File: src/rtl/soc_timer_pkg.sv
// soc_timer_pkg: shared definitions for the soc_timer peripheral.
//   - register byte offsets
//   - CTRL bit positions and the packed CTRL struct
//   - byte-enable merge helper used by every writable register
package soc_timer_pkg;

    localparam logic [31:0] TIMER_CTRL   = 32'h00;
    localparam logic [31:0] TIMER_PRESC  = 32'h04;
    localparam logic [31:0] TIMER_CNT    = 32'h08;
    localparam logic [31:0] TIMER_CMP    = 32'h0C;
    localparam logic [31:0] TIMER_STATUS = 32'h10;

    localparam int CTRL_EN         = 0;
    localparam int CTRL_AUTORELOAD = 1;
    localparam int CTRL_IRQ_EN     = 2;

    // Declared MSB first so that en lands on bit CTRL_EN.
    typedef struct packed {
        logic irq_en;
        logic autoreload;
        logic en;
    } timer_ctrl_t;

    // Replace only the bytes selected by be.
    function automatic logic [31:0] be_merge(input logic [31:0] old_v,
                                             input logic [31:0] new_v,
                                             input logic [3:0]  be);
        logic [31:0] r;
        r = old_v;
        for (int i = 0; i < 4; i++)
            if (be[i]) r[i*8 +: 8] = new_v[i*8 +: 8];
        return r;
    endfunction

endpackage

File: src/rtl/soc_timer_prescaler.sv
// soc_timer_prescaler: divides the clock by presc+1 and emits a one-cycle tick.
// Ports:
//   clk, rst      clock, synchronous active-high reset
//   en            effective enable; low forces the counter to 0, no tick
//   presc         terminal count (tick every presc+1 clocks)
//   presc_wr      presc is being rewritten: restart from 0 and drop this tick
//   tick          one-cycle pulse when the counter wraps
module soc_timer_prescaler #(
    parameter int PRESC_WIDTH = 16
) (
    input  logic                   clk,
    input  logic                   rst,
    input  logic                   en,
    input  logic [PRESC_WIDTH-1:0] presc,
    input  logic                   presc_wr,
    output logic                   tick
);

    logic [PRESC_WIDTH-1:0] cnt_q, cnt_d;
    logic                   wrap;

    assign wrap = (cnt_q == presc);
    assign tick = en && !presc_wr && wrap;

    always_comb begin
        cnt_d = cnt_q + 1'b1;
        if (!en || presc_wr || wrap) cnt_d = '0;
    end

    always_ff @(posedge clk) begin
        if (rst) cnt_q <= '0;
        else     cnt_q <= cnt_d;
    end

endmodule

File: src/rtl/soc_timer.sv
// soc_timer: memory-mapped 32-bit timer/compare peripheral.
// Ports:
//   clk, rst            clock, synchronous active-high reset
//   req/gnt             request, combinational grant (no wait states)
//   we, be, addr, wdata write enable, byte enables, byte address, write data
//   rvalid, rdata, err  registered response, one cycle after the request
//   irq                 level interrupt = MATCH & IRQ_EN
module soc_timer
    import soc_timer_pkg::*;
#(
    parameter int PRESC_WIDTH  = 16,
    parameter int OFFSET_WIDTH = 5
) (
    input  logic        clk,
    input  logic        rst,
    input  logic        req,
    output logic        gnt,
    output logic        rvalid,
    input  logic        we,
    input  logic [3:0]  be,
    input  logic [31:0] addr,
    input  logic [31:0] wdata,
    output logic [31:0] rdata,
    output logic        err,
    output logic        irq
);

    timer_ctrl_t            ctrl_q, ctrl_d;
    logic [PRESC_WIDTH-1:0] presc_q, presc_d;
    logic [31:0]            cnt_q, cnt_d;
    logic [31:0]            cmp_q, cmp_d;
    logic                   match_q, match_d;
    logic                   rvalid_q, err_q, err_d;
    logic [31:0]            rdata_q, rdata_d;

    logic [31:0] off, presc_ext, presc_new;
    logic        hit_ctrl, hit_presc, hit_cnt, hit_cmp, hit_status;
    logic        valid, wr, rd, presc_wr, en_eff, tick, match_set;

    logic unused_addr;
    assign unused_addr = ^addr[31:OFFSET_WIDTH];

    assign gnt = req;

    // Address decode
    always_comb begin
        off = '0;
        off[OFFSET_WIDTH-1:0] = addr[OFFSET_WIDTH-1:0];
        presc_ext = '0;
        presc_ext[PRESC_WIDTH-1:0] = presc_q;
    end

    assign hit_ctrl   = (off == TIMER_CTRL);
    assign hit_presc  = (off == TIMER_PRESC);
    assign hit_cnt    = (off == TIMER_CNT);
    assign hit_cmp    = (off == TIMER_CMP);
    assign hit_status = (off == TIMER_STATUS);
    assign valid = (addr[1:0] == 2'b00) &&
                   (hit_ctrl || hit_presc || hit_cnt || hit_cmp || hit_status);
    assign wr       = req && we && valid;
    assign rd       = req && !we && valid;
    assign presc_wr = wr && hit_presc;

    // Disabling through a CTRL write stops the prescaler this very cycle;
    // enabling only takes effect from the next cycle.
    assign en_eff = ctrl_q.en && ctrl_d.en;

    soc_timer_prescaler #(.PRESC_WIDTH(PRESC_WIDTH)) u_presc (
        .clk      (clk),
        .rst      (rst),
        .en       (en_eff),
        .presc    (presc_q),
        .presc_wr (presc_wr),
        .tick     (tick)
    );

    // Compare always uses the pre-write CNT/CMP values.
    assign match_set = tick && (cnt_q == cmp_q);

    always_comb begin
        ctrl_d    = ctrl_q;
        presc_d   = presc_q;
        cnt_d     = cnt_q;
        cmp_d     = cmp_q;
        presc_new = be_merge(presc_ext, wdata, be);

        if (wr && hit_ctrl && be[0]) ctrl_d = timer_ctrl_t'(wdata[2:0]);
        if (presc_wr)                presc_d = presc_new[PRESC_WIDTH-1:0];
        if (wr && hit_cmp)           cmp_d = be_merge(cmp_q, wdata, be);

        if (tick) cnt_d = (match_set && ctrl_q.autoreload) ? 32'h0 : cnt_q + 32'h1;
        // A bus write wins over the tick update.
        if (wr && hit_cnt) cnt_d = be_merge(cnt_q, wdata, be);

        // A new match wins over a W1C in the same cycle.
        match_d = match_set ||
                  (match_q && !(wr && hit_status && be[0] && wdata[0]));
    end

    // Response path
    always_comb begin
        rdata_d = '0;
        err_d   = req && !valid;
        if (rd) begin
            if (hit_ctrl)   rdata_d = {29'h0, ctrl_q};
            if (hit_presc)  rdata_d = presc_ext;
            if (hit_cnt)    rdata_d = cnt_q;
            if (hit_cmp)    rdata_d = cmp_q;
            if (hit_status) rdata_d = {31'h0, match_q};
        end
    end

    always_ff @(posedge clk) begin
        if (rst) begin
            ctrl_q   <= '0;
            presc_q  <= '0;
            cnt_q    <= '0;
            cmp_q    <= '0;
            match_q  <= 1'b0;
            rvalid_q <= 1'b0;
            rdata_q  <= '0;
            err_q    <= 1'b0;
        end else begin
            ctrl_q   <= ctrl_d;
            presc_q  <= presc_d;
            cnt_q    <= cnt_d;
            cmp_q    <= cmp_d;
            match_q  <= match_d;
            rvalid_q <= req;
            rdata_q  <= rdata_d;
            err_q    <= err_d;
        end
    end

    assign rvalid = rvalid_q;
    assign rdata  = rdata_q;
    assign err    = err_q;
    assign irq    = match_q && ctrl_q.irq_en;

endmodule

File: config.mk
export PLATFORM = sky130hd
export DESIGN_NAME = soc_timer
export DESIGN_NICKNAME = d
export VERILOG_FILES = /design/src/rtl/soc_timer_pkg.sv /design/src/rtl/soc_timer_prescaler.sv /design/src/rtl/soc_timer.sv
export SDC_FILE = /design/constraint.sdc
export NUM_CORES = 1
export LEC_CHECK = 0
export CAP_MARGIN = 10
export CORE_ASPECT_RATIO = 0.6
export CORE_MARGIN = 2
export CORE_UTILIZATION = 54
export DETAILED_ROUTE_END_ITERATION = 8
export MAX_ROUTING_LAYER = met4
export PLACE_DENSITY = 0.76
export SYNTH_ARGS = -nofsm -noshare
export SYNTH_HDL_FRONTEND = slang
export SYNTH_HIERARCHICAL = 1
export SYNTH_SLANG_ARGS = --single-unit
File: constraint.sdc
create_clock -name clk -period 3.43 [get_ports clk]
set_input_delay 0.5145 -clock clk [delete_from_list [all_inputs] [get_ports clk]]
set_output_delay 0.5145 -clock clk [all_outputs]
set_load 0.01 [all_outputs]
==> results of run 1 <==
per-layer routing:
layer,wire length [um],up-vias,GRT usage
li1,-,2983,-
met1,9703,3122,0.4715
met2,8690,421,0.4585
met3,2623,48,0.09391
met4,437,0,0.1226
met5,0,-,-
final cells by class:
class / instances / area (sq um) / area share
well taps: 165 / 206.4 / 0.02485
flip-flops and latches: 134 / 2683 / 0.3229
clock inverters: 10 / 145.1 / 0.01747
multi-input cells: 582 / 3670 / 0.4417
inverters: 23 / 86.33 / 0.01039
clock buffers: 22 / 474.2 / 0.05708
repair buffers: 113 / 1044 / 0.1256
what timing repair did:
| action | CTS | global route |
|---|---|---|
| resized for setup | 0 | 1 |
| hold endpoints to repair | 0 | 0 |
| setup buffers | 0 | 0 |
| setup endpoints to repair | 0 | 1 |
metrics by stage:
step                hold WS (ns)  instances  power, uW  TNS [ns]  cell area [sq um]
floorplan                 0.4434        795       1710         0               6693
global placement          0.4586       1017       1820         0               7687
detailed placement        0.4764       1017       1824  -0.01655               7687
CTS                       0.4843       1049       3723         0               8307
global route              0.4973       1049       3814         0               8308
finish                    0.4843       1049       3731         0               8308
power groups by stage:
stage	registers, uW	logic [uW]	clock network, uW
2_1_floorplan	1610	103	0
3_5_place_dp	1620	205	0
3_3_place_gp	1620	201	0
6_report	1590	213	1930
5_1_grt	1590	225	2000
4_1_cts	1590	207	1930
worst max path at each step:
stage	to	slack [ns]	cells after the start
finish	cnt_q[10]	0.20	12
global route	cnt_q[6]	0.01	15
CTS	cnt_q[6]	0.27	15
detailed placement	cnt_q[6]	-0.02	15
global placement	cnt_q[6]	0.13	15
floorplan	cnt_q[15]	0.36	16
state kept, by name, summed over array words and instances, names as in the netlist:
| name | flops |
|---|---|
| cnt_q | 32 |
| cmp_q | 32 |
| ctrl_q | 3 |
| err | 1 |
| rvalid | 1 |
| rdata | 32 |
| presc_q | 16 |
| match_q | 1 |
| u_presc/cnt_q | 16 |
cells by family (layout without fill, tap and decap cells):
| family | after synthesis | count (layout) | share of synthesized area |
|---|---|---|---|
| compound gates | 154 | 154 | 0.1526 |
| xor+xnor | 57 | 57 | 0.07459 |
| fa+ha+maj | 2 | 2 | 0.003738 |
| buf+inv | 79 | 168 | 0.05103 |
| flops | 134 | 134 | 0.4008 |
| mux | 57 | 57 | 0.08768 |
| simple gates | 312 | 312 | 0.2296 |
worst register-to-register path, stage by stage (launching register included):
cell	delay, ns
sky130_fd_sc_hd__dfxtp_1	0.35
sky130_fd_sc_hd__xnor2_1	0.40
sky130_fd_sc_hd__nand4_1	0.23
sky130_fd_sc_hd__nor4_4	0.35
sky130_fd_sc_hd__and3b_1	0.23
sky130_fd_sc_hd__inv_1	0.13
sky130_fd_sc_hd__a31oi_1	0.52
sky130_fd_sc_hd__buf_4	0.30
sky130_fd_sc_hd__nand3_1	0.11
sky130_fd_sc_hd__nand3_1	0.09
sky130_fd_sc_hd__o21ai_0	0.09
sky130_fd_sc_hd__a222oi_1	0.24
sky130_fd_sc_hd__nor2_1	0.06
layout by cell type, fill, tap and decap left out, types with 4 or more instances in the layout:
master / synthesis / routed
sky130_fd_sc_hd__a211oi_1: 12 / 12
sky130_fd_sc_hd__a21oi_1: 41 / 41
sky130_fd_sc_hd__a221oi_1: 6 / 6
sky130_fd_sc_hd__a22oi_1: 32 / 32
sky130_fd_sc_hd__a311oi_1: 4 / 4
sky130_fd_sc_hd__a31oi_1: 10 / 10
sky130_fd_sc_hd__and2_1: 12 / 12
sky130_fd_sc_hd__and3_1: 11 / 11
sky130_fd_sc_hd__and4_1: 5 / 5
sky130_fd_sc_hd__buf_4: 2 / 33
sky130_fd_sc_hd__clkbuf_16: 0 / 17
sky130_fd_sc_hd__clkdlybuf4s50_1: 0 / 79
sky130_fd_sc_hd__dfxtp_1: 134 / 134
sky130_fd_sc_hd__inv_1: 23 / 23
sky130_fd_sc_hd__mux2_2: 13 / 13
sky130_fd_sc_hd__mux2i_1: 44 / 44
sky130_fd_sc_hd__nand2_1: 65 / 65
sky130_fd_sc_hd__nand3_1: 45 / 45
sky130_fd_sc_hd__nand4_1: 17 / 17
sky130_fd_sc_hd__nor2_1: 105 / 105
sky130_fd_sc_hd__nor3_1: 25 / 25
sky130_fd_sc_hd__nor4_1: 7 / 7
sky130_fd_sc_hd__o21ai_0: 22 / 22
sky130_fd_sc_hd__o221ai_1: 4 / 4
sky130_fd_sc_hd__o22ai_1: 6 / 6
sky130_fd_sc_hd__xnor2_1: 21 / 21
sky130_fd_sc_hd__xor2_1: 36 / 36
==> flow_summary.html, run 1 <==
<table>
<tr><th>Metric</th><th>Value</th></tr>
<tr><th colspan="2">STA</th></tr>
<tr><td>Setup-failing EPs final</td><td>0</td></tr>
<tr><td>Final-report hold violation count</td><td>0</td></tr>
<tr><td>Rel. slew slack</td><td>0.4168</td></tr>
<tr><td>FMAX</td><td>309.9 MHz</td></tr>
<tr><td>Post-layout worst setup margin</td><td>0.2036 ns</td></tr>
<tr><td>Share of the clock period used by the worst path after layout</td><td>0.9407</td></tr>
<tr><td>Final critical delay including setup and external delays</td><td>3.226 ns</td></tr>
<tr><td>Unrepaired setup endpoints after global routing</td><td>no</td></tr>
<tr><td>Max Clock Skew</td><td>0.01171 ns</td></tr>
<tr><td>Max Transition Viols Final</td><td>0</td></tr>
<tr><td>Worst slew pin tran</td><td>0.8748 ns</td></tr>
<tr><th colspan="2">Critical path</th></tr>
<tr><td>RR Endpoint</td><td>cnt_q[10]</td></tr>
<tr><td>Endpoint class of the critical path</td><td>flop</td></tr>
<tr><td>Kind of cell adding the most delay to the critical path</td><td>simple AND/OR/NAND/NOR gates</td></tr>
<tr><td>Data required time of the worst path</td><td>3.71 ns</td></tr>
<tr><td>Arrival time of the worst setup path</td><td>3.51 ns</td></tr>
<tr><td>Depth of the worst register-to-register path</td><td>12</td></tr>
<tr><td>Launching element of the worst setup path</td><td>presc_q[15]</td></tr>
<tr><td>Worst path buffer plus inverter count</td><td>2</td></tr>
<tr><td>Setup Crit Path Kind</td><td>flop to flop</td></tr>
<tr><td>Most used cell, CP</td><td>sky130_fd_sc_hd__nand3_1</td></tr>
<tr><td>CP Cell Sequence</td><td>xnor2_1, nand4_1, nor4_4, and3b_1, inv_1, a31oi_1, buf_4, nand3_1, nand3_1, o21ai_0, a222oi_1, nor2_1</td></tr>
<tr><td>Reg-to-Reg Start</td><td>presc_q[15]</td></tr>
<tr><td>Critical path launch point type</td><td>flop</td></tr>
<tr><td>Delay of the slowest cell on the worst path</td><td>0.52 ns</td></tr>
<tr><td>Reg-to-reg slack, setup</td><td>0.20 ns</td></tr>
<tr><td>Crit-path slowest cell</td><td>sky130_fd_sc_hd__a31oi_1</td></tr>
<tr><td>Critical Path Fanout Max</td><td>8</td></tr>
<tr><th colspan="2">Synth</th></tr>
<tr><td>Register bit count reported by yosys</td><td>134</td></tr>
<tr><td>Avg Cell Area, Syn</td><td>8.418 sq um</td></tr>
<tr><td>Most instantiated library cell after synthesis</td><td>sky130_fd_sc_hd__dfxtp_1</td></tr>
<tr><td>Dominant synthesized flop cell</td><td>sky130_fd_sc_hd__dfxtp_1</td></tr>
<tr><td>FFs w/ async S/R, synth</td><td>0</td></tr>
<tr><td>Net count after synthesis</td><td>869</td></tr>
<tr><td>Leading post-synthesis cells by instance count</td><td>sky130_fd_sc_hd__dfxtp_1 (134), sky130_fd_sc_hd__nor2_1 (105), sky130_fd_sc_hd__nand2_1 (65)</td></tr>
<tr><td>Number of synthesis warnings</td><td>6</td></tr>
<tr><td>Post-Synthesis Cell Area</td><td>0.006693 sq mm</td></tr>
<tr><td>Number of instances in the synthesized netlist</td><td>795</td></tr>
<tr><td>Cell type contributing the most total cell area after synthesis</td><td>sky130_fd_sc_hd__dfxtp_1</td></tr>
<tr><td>Number of different library cells in the post-synthesis netlist</td><td>53</td></tr>
<tr><td>Leading cell types by total area after synthesis</td><td>sky130_fd_sc_hd__dfxtp_1 (40%), sky130_fd_sc_hd__mux2i_1 (6.6%), sky130_fd_sc_hd__nor2_1 (5.9%)</td></tr>
<tr><td>Fraction of synthesized cell area taken by the top area cell type</td><td>0.4008</td></tr>
<tr><td>Seq/Total Area, Yosys</td><td>0.4008</td></tr>
<tr><td>Number of flops mapped to enable cells by yosys</td><td>0</td></tr>
<tr><th colspan="2">Pwr</th></tr>
<tr><td>Switching power</td><td>864.2 uW</td></tr>
<tr><td>Worst vdd rail ir drop</td><td>326.0 uV</td></tr>
<tr><td>Relative contribution of the clock network to total power</td><td>0.518</td></tr>
<tr><td>Leakage component of the power</td><td>0.003200 uW</td></tr>
<tr><td>Internal</td><td>2866 uW</td></tr>
<tr><td>Combinational fraction of design power</td><td>0.057</td></tr>
<tr><td>Fraction of power consumed by sequential logic</td><td>0.425</td></tr>
<tr><td>Switching share of power</td><td>0.2317</td></tr>
<tr><td>Power density relative to cell area</td><td>449.0 mW/mm^2</td></tr>
<tr><th colspan="2">Global routing</th></tr>
<tr><td>Number of antenna violations at the first check in global routing</td><td>0</td></tr>
<tr><td>Tot GR Track Use</td><td>0.3359</td></tr>
<tr><td>Final global-route overflow total</td><td>0</td></tr>
<tr><td>Largest net degree at the start of global routing</td><td>76</td></tr>
<tr><td>Global-route wire length before repair</td><td>33930 um</td></tr>
<tr><td>Via count of the first global-routing pass</td><td>6341</td></tr>
<tr><th colspan="2">Clock network</th></tr>
<tr><td>Total of hold buffers inserted after clock tree synthesis</td><td>0</td></tr>
<tr><td>Total clock sinks</td><td>134</td></tr>
<tr><td>Cell at the root of the clock tree</td><td>sky130_fd_sc_hd__clkbuf_16</td></tr>
<tr><td>TritonCTS clock tree</td><td>built</td></tr>
<tr><td>Number of buffers created by CTS</td><td>17</td></tr>
<tr><td>H-tree lvl count</td><td>4</td></tr>
<tr><td>Clock transition at the register clock pins on the worst setup and hold paths after CTS</td><td>0.06 ns</td></tr>
<tr><td>Worst-case clock buffer depth</td><td>2</td></tr>
<tr><td>Clock insertion delay at the later pin of the skew report</td><td>0.42 ns</td></tr>
<tr><th colspan="2">Drt</th></tr>
<tr><td>Number of iterations in the first detailed-routing pass</td><td>6</td></tr>
<tr><td>DRC violation total after the first TritonRoute iteration</td><td>766</td></tr>
<tr><td>Vias per std cell</td><td>6.267</td></tr>
<tr><td>Remaining number of nets flagged by the antenna check after routing</td><td>0</td></tr>
<tr><td>Detailed Route WL</td><td>21460 um</td></tr>
<tr><td>Via count</td><td>6574</td></tr>
<tr><td>Routed len/inst</td><td>20.45 um</td></tr>
<tr><td>Count of unresolved DRC violations after routing</td><td>0</td></tr>
<tr><th colspan="2">Cells and area</th></tr>
<tr><td>Post-Route Utilization</td><td>0.6887</td></tr>
<tr><td>Number of antenna repair diodes</td><td>0</td></tr>
<tr><td>Final Net Count</td><td>945</td></tr>
<tr><td>Area Overhead vs Synth</td><td>24.14%</td></tr>
<tr><td>Fraction of layout instances using a drive strength above 1</td><td>0.09955</td></tr>
<tr><td>Final-layout fill cell count</td><td>961</td></tr>
<tr><th colspan="2">Hold path</th></tr>
<tr><td>Instance count along the most critical hold path</td><td>2</td></tr>
<tr><td>Kind of path behind the tightest hold check</td><td>flop to flop</td></tr>
<tr><td>Min-delay src</td><td>ctrl_q[0]</td></tr>
<tr><td>Worst hold endpoint</td><td>ctrl_q[0]</td></tr>
<tr><th colspan="2">Placement</th></tr>
<tr><td>Detailed-placement wirelength estimate</td><td>15080 um</td></tr>
<tr><td>DP Worst Slack</td><td>-0.01655 ns</td></tr>
<tr><td>Global placement routability congestion</td><td>0.9485</td></tr>
<tr><td>Port-buffer cells</td><td>80</td></tr>
<tr><th colspan="2">Floorplan</th></tr>
<tr><td>Die span in x</td><td>147.7 um</td></tr>
<tr><td>Cell Rows</td><td>31</td></tr>
<tr><td>Die Span Y</td><td>90.24 um</td></tr>
<tr><td>Ports placed on the boundary</td><td>108</td></tr>
<tr><td>Total die area</td><td>0.01333 sq mm</td></tr>
<tr><td>Initial Util</td><td>0.5548</td></tr>
<tr><td>Core outline area</td><td>0.01206 sq mm</td></tr>
<tr><th colspan="2">Run status</th></tr>
<tr><td>Status</td><td>finished, final reports clean</td></tr>
<tr><th colspan="2">Run</th></tr>
<tr><td>Max-cap viol count</td><td>0</td></tr>
</table>
Power figures use the tool's default switching activity.
==> inputs of run 2 (changes only) <==
Settings changed: CAP_MARGIN 10 to 20, PLACE_DENSITY 0.76 to 0.81, SYNTH_HIERARCHICAL 1 to not set.
==> flow_summary.html, run 2 <==
<table>
<tr><th>Metric</th><th>Value</th></tr>
<tr><th colspan="2">Run status</th></tr>
<tr><td>Status</td><td>finished, final reports clean (unchanged)</td></tr>
<tr><th colspan="2">STA</th></tr>
<tr><td>Share of the clock period used by the worst path after layout</td><td>0.8746 (was 0.9407)</td></tr>
<tr><td>Rel. slew slack</td><td>0.4425 (was 0.4168)</td></tr>
<tr><td>Final-report hold violation count</td><td>0 (unchanged)</td></tr>
<tr><td>Final-layout setup total negative slack</td><td>0 ns (unchanged)</td></tr>
<tr><td>Setup-failing EPs final</td><td>0 (unchanged)</td></tr>
<tr><td>Final critical delay including setup and external delays</td><td>3.000 ns (was 3.226 ns)</td></tr>
<tr><td>Max Clock Skew</td><td>0.007060 ns (was 0.01171 ns)</td></tr>
<tr><td>Max Transition Viols Final</td><td>0 (unchanged)</td></tr>
<tr><td>Worst slew pin tran</td><td>0.8363 ns (was 0.8748 ns)</td></tr>
<tr><td>Unrepaired setup endpoints after global routing</td><td>no (unchanged)</td></tr>
<tr><td>FMAX</td><td>333.3 MHz (was 309.9 MHz)</td></tr>
<tr><th colspan="2">Cells and area</th></tr>
<tr><td>Final Net Count</td><td>961 (was 945)</td></tr>
<tr><td>Commonest cells after routing, fill and taps aside</td><td>sky130_fd_sc_hd__dfxtp_1 (134), sky130_fd_sc_hd__nor2_1 (118), sky130_fd_sc_hd__nand2_1 (85) (was sky130_fd_sc_hd__dfxtp_1 (134), sky130_fd_sc_hd__nor2_1 (105), sky130_fd_sc_hd__clkdlybuf4s50_1 (79))</td></tr>
<tr><td>Fraction of layout instances using a drive strength above 1</td><td>0.08565 (was 0.09955)</td></tr>
<tr><td>Leading cell type in the layout, fill and taps excluded</td><td>sky130_fd_sc_hd__dfxtp_1 (unchanged)</td></tr>
<tr><td>Number of antenna repair diodes</td><td>0 (unchanged)</td></tr>
<tr><td>Final instance area</td><td>0.008358 sq mm (was 0.008308 sq mm)</td></tr>
<tr><td>Area Overhead vs Synth</td><td>24.51% (was 24.14%)</td></tr>
<tr><th colspan="2">Run</th></tr>
<tr><td>Max-cap viol count</td><td>0 (unchanged)</td></tr>
<tr><th colspan="2">Pwr</th></tr>
<tr><td>Combinational fraction of design power</td><td>0.041 (was 0.057)</td></tr>
<tr><td>Switching power</td><td>779.1 uW (was 864.2 uW)</td></tr>
<tr><td>Relative contribution of the clock network to total power</td><td>0.548 (was 0.518)</td></tr>
<tr><td>Leakage component of the power</td><td>0.003212 uW (was 0.003200 uW)</td></tr>
<tr><td>Fraction of power consumed by sequential logic</td><td>0.410 (was 0.425)</td></tr>
<tr><td>Internal</td><td>3025 uW (was 2866 uW)</td></tr>
<tr><td>Switching share of power</td><td>0.2048 (was 0.2317)</td></tr>
<tr><td>Power density relative to cell area</td><td>455.2 mW/mm^2 (was 449.0 mW/mm^2)</td></tr>
<tr><td>Worst vdd rail ir drop</td><td>347.2 uV (was 326.0 uV)</td></tr>
<tr><th colspan="2">Critical path</th></tr>
<tr><td>CP Cell Sequence</td><td>xor2_1, nor4_1, nand4_1, nor4b_4, buf_4, o21ai_1, a211oi_2, nor3_1 (was xnor2_1, nand4_1, nor4_4, and3b_1, inv_1, a31oi_1, buf_4, nand3_1, nand3_1, o21ai_0, a222oi_1, nor2_1)</td></tr>
<tr><td>Endpoint class of the critical path</td><td>flop (unchanged)</td></tr>
<tr><td>Critical Path Fanout Max</td><td>13 (was 8)</td></tr>
<tr><td>Critical path launch point type</td><td>flop (unchanged)</td></tr>
<tr><td>Depth of the worst register-to-register path</td><td>8 (was 12)</td></tr>
<tr><td>RR Endpoint</td><td>cnt_q[11] (was cnt_q[10])</td></tr>
<tr><td>Endpoint of the most critical setup path</td><td>cnt_q[11] (was cnt_q[10])</td></tr>
<tr><td>Delay of the slowest cell on the worst path</td><td>0.70 ns (was 0.52 ns)</td></tr>
<tr><td>Reg-to-Reg Start</td><td>cnt_q[12] (was presc_q[15])</td></tr>
<tr><td>Launching element of the worst setup path</td><td>cnt_q[12] (was presc_q[15])</td></tr>
<tr><td>Data required time of the worst path</td><td>3.70 ns (was 3.71 ns)</td></tr>
<tr><td>Reg-to-reg slack, setup</td><td>0.43 ns (was 0.20 ns)</td></tr>
<tr><td>Arrival time of the worst setup path</td><td>3.27 ns (was 3.51 ns)</td></tr>
<tr><td>Crit-path slowest cell</td><td>sky130_fd_sc_hd__nor4b_4 (was sky130_fd_sc_hd__a31oi_1)</td></tr>
<tr><td>Setup Crit Path Kind</td><td>flop to flop (unchanged)</td></tr>
<tr><th colspan="2">Placement</th></tr>
<tr><td>Detailed-placement wirelength estimate</td><td>13720 um (was 15080 um)</td></tr>
<tr><td>Global placement routability congestion</td><td>0.9621 (was 0.9485)</td></tr>
<tr><td>Port-buffer cells</td><td>80 (unchanged)</td></tr>
<tr><td>Standard cell area after detailed placement</td><td>0.007680 sq mm (was 0.007687 sq mm)</td></tr>
<tr><th colspan="2">Drt</th></tr>
<tr><td>Vias per std cell</td><td>6.121 (was 6.267)</td></tr>
<tr><td>Routed len/inst</td><td>18.72 um (was 20.45 um)</td></tr>
<tr><td>Via count</td><td>6513 (was 6574)</td></tr>
<tr><td>Remaining number of nets flagged by the antenna check after routing</td><td>0 (unchanged)</td></tr>
<tr><td>Detailed Route WL</td><td>19920 um (was 21460 um)</td></tr>
<tr><td>DRC violation total after the first TritonRoute iteration</td><td>682 (was 766)</td></tr>
<tr><td>Count of unresolved DRC violations after routing</td><td>0 (unchanged)</td></tr>
<tr><td>Number of iterations in the first detailed-routing pass</td><td>5 (was 6)</td></tr>
<tr><th colspan="2">Synth</th></tr>
<tr><td>Number of instances in the synthesized netlist</td><td>817 (was 795)</td></tr>
<tr><td>Most instantiated library cell after synthesis</td><td>sky130_fd_sc_hd__dfxtp_1 (unchanged)</td></tr>
<tr><td>Net count after synthesis</td><td>891 (was 869)</td></tr>
<tr><td>Dominant synthesized flop cell</td><td>sky130_fd_sc_hd__dfxtp_1 (unchanged)</td></tr>
<tr><td>Number of different library cells in the post-synthesis netlist</td><td>57 (was 53)</td></tr>
<tr><td>Number of synthesis warnings</td><td>0 (was 6)</td></tr>
<tr><td>Cell type contributing the most total cell area after synthesis</td><td>sky130_fd_sc_hd__dfxtp_1 (unchanged)</td></tr>
<tr><td>Leading cell types by total area after synthesis</td><td>sky130_fd_sc_hd__dfxtp_1 (40%), sky130_fd_sc_hd__xor2_1 (8.5%), sky130_fd_sc_hd__nor2_1 (6.7%) (was sky130_fd_sc_hd__dfxtp_1 (40%), sky130_fd_sc_hd__mux2i_1 (6.6%), sky130_fd_sc_hd__nor2_1 (5.9%))</td></tr>
<tr><td>FFs w/ async S/R, synth</td><td>0 (unchanged)</td></tr>
<tr><td>Leading post-synthesis cells by instance count</td><td>sky130_fd_sc_hd__dfxtp_1 (134), sky130_fd_sc_hd__nor2_1 (119), sky130_fd_sc_hd__nand2_1 (85) (was sky130_fd_sc_hd__dfxtp_1 (134), sky130_fd_sc_hd__nor2_1 (105), sky130_fd_sc_hd__nand2_1 (65))</td></tr>
<tr><td>Register bit count reported by yosys</td><td>134 (unchanged)</td></tr>
<tr><td>Number of flops mapped to enable cells by yosys</td><td>0 (unchanged)</td></tr>
<tr><td>Fraction of synthesized cell area taken by the top area cell type</td><td>0.3996 (was 0.4008)</td></tr>
<tr><td>Avg Cell Area, Syn</td><td>8.216 sq um (was 8.418 sq um)</td></tr>
<tr><td>Seq/Total Area, Yosys</td><td>0.3996 (was 0.4008)</td></tr>
<tr><td>Post-Synthesis Cell Area</td><td>0.006713 sq mm (was 0.006693 sq mm)</td></tr>
<tr><th colspan="2">Global routing</th></tr>
<tr><td>Largest net degree at the start of global routing</td><td>78 (was 76)</td></tr>
<tr><td>Via count of the first global-routing pass</td><td>5946 (was 6341)</td></tr>
<tr><td>Number of antenna violations at the first check in global routing</td><td>0 (unchanged)</td></tr>
<tr><td>Final global-route overflow total</td><td>0 (unchanged)</td></tr>
<tr><td>Tot GR Track Use</td><td>0.3061 (was 0.3359)</td></tr>
<tr><td>Global-route wire length before repair</td><td>31610 um (was 33930 um)</td></tr>
<tr><th colspan="2">Floorplan</th></tr>
<tr><td>Die Span Y</td><td>90.37 um (was 90.24 um)</td></tr>
<tr><td>Die span in x</td><td>147.9 um (was 147.7 um)</td></tr>
<tr><td>Total die area</td><td>0.01337 sq mm (was 0.01333 sq mm)</td></tr>
<tr><td>Core outline area</td><td>0.01210 sq mm (was 0.01206 sq mm)</td></tr>
<tr><td>Cell Rows</td><td>31 (unchanged)</td></tr>
<tr><td>Ports placed on the boundary</td><td>108 (unchanged)</td></tr>
<tr><td>Initial Util</td><td>0.5547 (was 0.5548)</td></tr>
<tr><th colspan="2">Hold path</th></tr>
<tr><td>Kind of path behind the tightest hold check</td><td>input pin to flop (was flop to flop)</td></tr>
<tr><td>Min-delay src</td><td>rst (was ctrl_q[0])</td></tr>
<tr><th colspan="2">Clock network</th></tr>
<tr><td>TritonCTS clock tree</td><td>built (unchanged)</td></tr>
<tr><td>Cell at the root of the clock tree</td><td>sky130_fd_sc_hd__clkbuf_16 (unchanged)</td></tr>
<tr><td>Worst-case clock buffer depth</td><td>2 (unchanged)</td></tr>
<tr><td>H-tree lvl count</td><td>4 (unchanged)</td></tr>
<tr><td>Total of hold buffers inserted after clock tree synthesis</td><td>0 (unchanged)</td></tr>
<tr><td>Postcts setup bufs</td><td>0 (unchanged)</td></tr>
<tr><td>Clock transition at the register clock pins on the worst setup and hold paths after CTS</td><td>0.06 ns (about the same)</td></tr>
<tr><td>Number of buffers created by CTS</td><td>17 (unchanged)</td></tr>
<tr><td>Number of gates given a new drive strength after cts</td><td>0 (unchanged)</td></tr>
<tr><td>Clock insertion delay at the later pin of the skew report</td><td>0.42 ns (about the same)</td></tr>
<tr><td>Total clock sinks</td><td>134 (unchanged)</td></tr>
</table>
[run 2: layout make-up]
cell class	instances	area, sq um
sequential	134	2683
inverter	5	18.77
clock inverter	12	225.2
tap	165	206.4
fill	975	3744
multi-input combinational	625	3784
timing repair buffer	104	988.4
clock buffer	19	452.9
[run 2: critical path: cells and delay by family, from the launching register on]
family / cells / cell delay (ns)
flops: 1 / 0.47
xor+xnor: 1 / 0.13
buf+inv: 1 / 0.27
compound gates: 2 / 0.36
simple gates: 4 / 1.62
[run 2: worst min path at each step]
stage | end | slack (ns) | cells after the start
3_5_place_dp | cmp_q[8] | 0.48 | 2
6_report | presc_q[6] | 0.45 | 2
4_1_cts | presc_q[6] | 0.44 | 2
5_1_grt | presc_q[6] | 0.46 | 2
2_1_floorplan | u_presc.cnt_q[0] | 0.45 | 1
3_3_place_gp | cmp_q[26] | 0.47 | 2
[run 2: cells by family after synthesis]
| kind of cell | Yosys count | synth area share |
|---|---|---|
| simple gates | 357 | 0.2559 |
| compound gates | 145 | 0.1366 |
| flops | 134 | 0.3996 |
| xor+xnor | 78 | 0.1018 |
| buf+inv | 58 | 0.03784 |
| mux | 43 | 0.06449 |
| fa+ha+maj | 2 | 0.003727 |
[run 2: power groups by stage]
stage / clock network [uW] / logic [uW] / registers (uW)
floorplan: 0 / 61.2 / 1600
global placement: 0 / 151 / 1600
detailed placement: 0 / 152 / 1600
CTS: 2090 / 153 / 1560
global route: 2170 / 166 / 1560
finish: 2090 / 157 / 1560
[run 2: per-stage QoR]
step / setup slack, ns / std cells / util / power, uW / hold WS [ns]
floorplan: 1.269 / 817 / - / 1656 / 0.4510
global placement: 0.3247 / 1033 / 0.6346 / 1746 / 0.4696
detailed placement: 0.2701 / 1033 / 0.6346 / 1747 / 0.4751
CTS: 0.5476 / 1064 / 0.6907 / 3806 / 0.4350
global route: 0.3173 / 1064 / 0.6907 / 3896 / 0.4569
finish: 0.4300 / 1064 / 0.6907 / 3804 / 0.4535
[run 2: per-layer routing]
layer,part of all wire,GRT usage
met2,0.42,0.4120
met3,0.12,0.08737
met4,0.015,0.08333
met5,0,-
met1,0.45,0.4446
==> inputs of run 3 (changes only) <==
Settings changed: CORE_ASPECT_RATIO 0.6 to not set.
==> flow_summary.html, run 3 (synthesized netlist as in run 2, its figures left out) <==
<table>
<tr><th>Metric</th><th>Value</th></tr>
<tr><th colspan="2">STA</th></tr>
<tr><td>Rel. slew slack</td><td>0.3735 (was 0.4425)</td></tr>
<tr><td>Share of the clock period used by the worst path after layout</td><td>0.7791 (was 0.8746)</td></tr>
<tr><td>Max Clock Skew</td><td>0.01041 ns (was 0.007060 ns)</td></tr>
<tr><td>Worst hold-check slack</td><td>0.4537 ns (was 0.4535 ns)</td></tr>
<tr><td>Final-layout setup total negative slack</td><td>0 ns (unchanged)</td></tr>
<tr><td>Post-layout worst setup margin</td><td>0.7578 ns (was 0.4300 ns)</td></tr>
<tr><td>Setup-failing EPs final</td><td>0 (unchanged)</td></tr>
<tr><td>Unrepaired setup endpoints after global routing</td><td>no (unchanged)</td></tr>
<tr><td>Final critical delay including setup and external delays</td><td>2.672 ns (was 3.000 ns)</td></tr>
<tr><td>Max Transition Viols Final</td><td>0 (unchanged)</td></tr>
<tr><td>Final-report hold violation count</td><td>0 (unchanged)</td></tr>
<tr><td>Worst slew pin tran</td><td>0.9398 ns (was 0.8363 ns)</td></tr>
<tr><td>FMAX</td><td>374.2 MHz (was 333.3 MHz)</td></tr>
<tr><th colspan="2">Clock network</th></tr>
<tr><td>Clock insertion delay at the later pin of the skew report</td><td>0.42 ns (about the same)</td></tr>
<tr><td>Clock transition at the register clock pins on the worst setup and hold paths after CTS</td><td>0.05 ns (was 0.06 ns)</td></tr>
<tr><td>H-tree lvl count</td><td>4 (unchanged)</td></tr>
<tr><td>Cell at the root of the clock tree</td><td>sky130_fd_sc_hd__clkbuf_16 (unchanged)</td></tr>
<tr><td>Number of gates given a new drive strength after cts</td><td>0 (unchanged)</td></tr>
<tr><td>Total clock sinks</td><td>134 (unchanged)</td></tr>
<tr><td>Number of buffers created by CTS</td><td>17 (unchanged)</td></tr>
<tr><td>TritonCTS clock tree</td><td>built (unchanged)</td></tr>
<tr><td>Total of hold buffers inserted after clock tree synthesis</td><td>0 (unchanged)</td></tr>
<tr><td>Postcts setup bufs</td><td>0 (unchanged)</td></tr>
<tr><td>Worst-case clock buffer depth</td><td>2 (unchanged)</td></tr>
<tr><th colspan="2">Critical path</th></tr>
<tr><td>Critical Path Fanout Max</td><td>12 (was 13)</td></tr>
<tr><td>CP Cell Sequence</td><td>clkdlybuf4s50_1, nor3_4, o2111ai_1, and2_0, and3_1, a21oi_2, a221oi_1, a211oi_1 (was xor2_1, nor4_1, nand4_1, nor4b_4, buf_4, o21ai_1, a211oi_2, nor3_1)</td></tr>
<tr><td>Delay of the slowest cell on the worst path</td><td>0.56 ns (was 0.70 ns)</td></tr>
<tr><td>Kind of cell adding the most delay to the critical path</td><td>simple AND/OR/NAND/NOR gates (unchanged)</td></tr>
<tr><td>Launching element of the worst setup path</td><td>addr[4] (was cnt_q[12])</td></tr>
<tr><td>Depth of the worst register-to-register path</td><td>7 (was 8)</td></tr>
<tr><td>Reg-to-reg slack, setup</td><td>0.87 ns (was 0.43 ns)</td></tr>
<tr><td>Worst path depth</td><td>8 (unchanged)</td></tr>
<tr><td>Arrival time of the worst setup path</td><td>3.00 ns (was 3.27 ns)</td></tr>
<tr><td>Setup Crit Path Kind</td><td>input pin to flop (was flop to flop)</td></tr>
<tr><td>Data required time of the worst path</td><td>3.76 ns (was 3.70 ns)</td></tr>
<tr><td>Endpoint of the most critical setup path</td><td>cnt_q[21] (was cnt_q[11])</td></tr>
<tr><td>Reg-to-Reg Start</td><td>presc_q[1] (was cnt_q[12])</td></tr>
<tr><td>Endpoint class of the critical path</td><td>flop (unchanged)</td></tr>
<tr><td>Critical path launch point type</td><td>input pin (was flop)</td></tr>
<tr><td>Worst path buffer plus inverter count</td><td>1 (unchanged)</td></tr>
<tr><td>RR Endpoint</td><td>cnt_q[15] (was cnt_q[11])</td></tr>
<tr><td>Crit-path slowest cell</td><td>sky130_fd_sc_hd__clkdlybuf4s50_1 (was sky130_fd_sc_hd__nor4b_4)</td></tr>
<tr><th colspan="2">Floorplan</th></tr>
<tr><td>Die Span Y</td><td>115.5 um (was 90.37 um)</td></tr>
<tr><td>Initial Util</td><td>0.5565 (was 0.5547)</td></tr>
<tr><td>Total die area</td><td>0.01334 sq mm (was 0.01337 sq mm)</td></tr>
<tr><td>Die span in x</td><td>115.5 um (was 147.9 um)</td></tr>
<tr><td>Core outline area</td><td>0.01206 sq mm (was 0.01210 sq mm)</td></tr>
<tr><td>Ports placed on the boundary</td><td>108 (unchanged)</td></tr>
<tr><td>Cell Rows</td><td>40 (was 31)</td></tr>
<tr><th colspan="2">Pwr</th></tr>
<tr><td>Overall power after layout</td><td>3368 uW (was 3804 uW)</td></tr>
<tr><td>Leakage component of the power</td><td>0.003119 uW (was 0.003212 uW)</td></tr>
<tr><td>Worst vdd rail ir drop</td><td>280.1 uV (was 347.2 uV)</td></tr>
<tr><td>Power density relative to cell area</td><td>411.9 mW/mm^2 (was 455.2 mW/mm^2)</td></tr>
<tr><th colspan="2">Cells and area</th></tr>
<tr><td>Final instance area</td><td>0.008178 sq mm (was 0.008358 sq mm)</td></tr>
<tr><td>Final Net Count</td><td>956 (was 961)</td></tr>
<tr><td>Fraction of layout instances using a drive strength above 1</td><td>0.07528 (was 0.08565)</td></tr>
<tr><td>Commonest cells after routing, fill and taps aside</td><td>sky130_fd_sc_hd__dfxtp_1 (134), sky130_fd_sc_hd__nor2_1 (118), sky130_fd_sc_hd__nand2_1 (85) (unchanged)</td></tr>
<tr><td>Area Overhead vs Synth</td><td>21.83% (was 24.51%)</td></tr>
<tr><td>Final-layout fill cell count</td><td>962 (was 975)</td></tr>
<tr><td>Leading cell type in the layout, fill and taps excluded</td><td>sky130_fd_sc_hd__dfxtp_1 (unchanged)</td></tr>
<tr><td>Number of antenna repair diodes</td><td>0 (unchanged)</td></tr>
<tr><th colspan="2">Drt</th></tr>
<tr><td>Detailed Route WL</td><td>18320 um (was 19920 um)</td></tr>
<tr><td>Number of iterations in the first detailed-routing pass</td><td>5 (unchanged)</td></tr>
<tr><td>Count of unresolved DRC violations after routing</td><td>0 (unchanged)</td></tr>
<tr><td>Via count</td><td>6232 (was 6513)</td></tr>
<tr><td>Vias per std cell</td><td>5.890 (was 6.121)</td></tr>
<tr><td>Routed len/inst</td><td>17.31 um (was 18.72 um)</td></tr>
<tr><td>Remaining number of nets flagged by the antenna check after routing</td><td>0 (unchanged)</td></tr>
<tr><td>DRC violation total after the first TritonRoute iteration</td><td>751 (was 682)</td></tr>
<tr><th colspan="2">Placement</th></tr>
<tr><td>Global placement routability congestion</td><td>0.9613 (was 0.9621)</td></tr>
<tr><td>Port-buffer cells</td><td>80 (unchanged)</td></tr>
<tr><td>Detailed-placement wirelength estimate</td><td>12640 um (was 13720 um)</td></tr>
<tr><td>DP Worst Slack</td><td>0.3676 ns (was 0.2701 ns)</td></tr>
<tr><td>Standard cell area after detailed placement</td><td>0.007646 sq mm (was 0.007680 sq mm)</td></tr>
<tr><th colspan="2">Global routing</th></tr>
<tr><td>Global-route wire length before repair</td><td>29360 um (was 31610 um)</td></tr>
<tr><td>Via count of the first global-routing pass</td><td>5693 (was 5946)</td></tr>
<tr><td>Largest net degree at the start of global routing</td><td>89 (was 78)</td></tr>
<tr><td>Final global-route overflow total</td><td>0 (unchanged)</td></tr>
<tr><td>Tot GR Track Use</td><td>0.2909 (was 0.3061)</td></tr>
<tr><td>Number of antenna violations at the first check in global routing</td><td>0 (unchanged)</td></tr>
<tr><th colspan="2">Run status</th></tr>
<tr><td>Status</td><td>finished, final reports clean (unchanged)</td></tr>
<tr><th colspan="2">Run</th></tr>
<tr><td>Max-cap viol count</td><td>0 (unchanged)</td></tr>
<tr><th colspan="2">Hold path</th></tr>
<tr><td>Kind of path behind the tightest hold check</td><td>input pin to flop (unchanged)</td></tr>
</table>
## run 3: cell count changes in the layout (fill, tap and decap cells not counted)
cell / before / now
sky130_fd_sc_hd__bufinv_16: 6 / 0
sky130_fd_sc_hd__clkinv_4: 2 / 0
sky130_fd_sc_hd__clkbuf_8: 2 / 6
sky130_fd_sc_hd__clkbuf_1: 0 / 1
sky130_fd_sc_hd__buf_4: 23 / 18
sky130_fd_sc_hd__clkinvlp_4: 3 / 2
## run 3: worst register-to-register path, delay by kind of cell (launching register included)
| family | cells | cell delay [ns] |
|---|---|---|
| and+or+nand+nor | 5 | 1.61 |
| DFF | 1 | 0.34 |
| xor gates and xnor gates | 1 | 0.19 |
| AOI/OAI and AO/OA | 1 | 0.27 |
## run 3: metal layers
metal | vias to the layer above | global-route usage | part of all wire
met5 | - | - | 0
met4 | 0 | 0.1092 | 0.027
met3 | 45 | 0.04812 | 0.067
met2 | 285 | 0.4417 | 0.46
met1 | 2920 | 0.3907 | 0.45
li1 | 2982 | - | -
## run 3: metrics by stage
stage                     instances  utilization
after floorplan                 817            -
after global placement         1031       0.6339
after detailed placement       1031       0.6339
after CTS                      1058       0.6780
after global routing           1058       0.6780
final                          1058       0.6780
## run 3: power by group
group	switching, uW	total (uW)	internal [uW]
logic	86.3	154	68.0
clock network	636	1650	1020
registers	2.10	1560	1560
total	724	3370	2640
## run 3: how the worst min path moves through the flow
stage / start / to / slack, ns / cells past startpoint
after floorplan: u_presc.cnt_q[0] / u_presc.cnt_q[0] / 0.45 / 1
after CTS: rst / rvalid / 0.44 / 3
after global placement: cmp_q[9] / cmp_q[9] / 0.47 / 2
after detailed placement: cmp_q[26] / cmp_q[26] / 0.47 / 2
after global routing: rst / rvalid / 0.47 / 3
final: rst / rvalid / 0.45 / 3
## run 3: area by class of cell
type,count,area (sq um),share of cell area
Multi-Input combinational cell,625,3784,0.4627
Timing Repair Buffer,99,950.9,0.1163
Clock buffer,24,511.7,0.06258
Inverter,5,18.77,0.002295
Sequential cell,134,2683,0.3280
Clock inverter,3,20.02,0.002448
Tap cell,168,210.2,0.02570
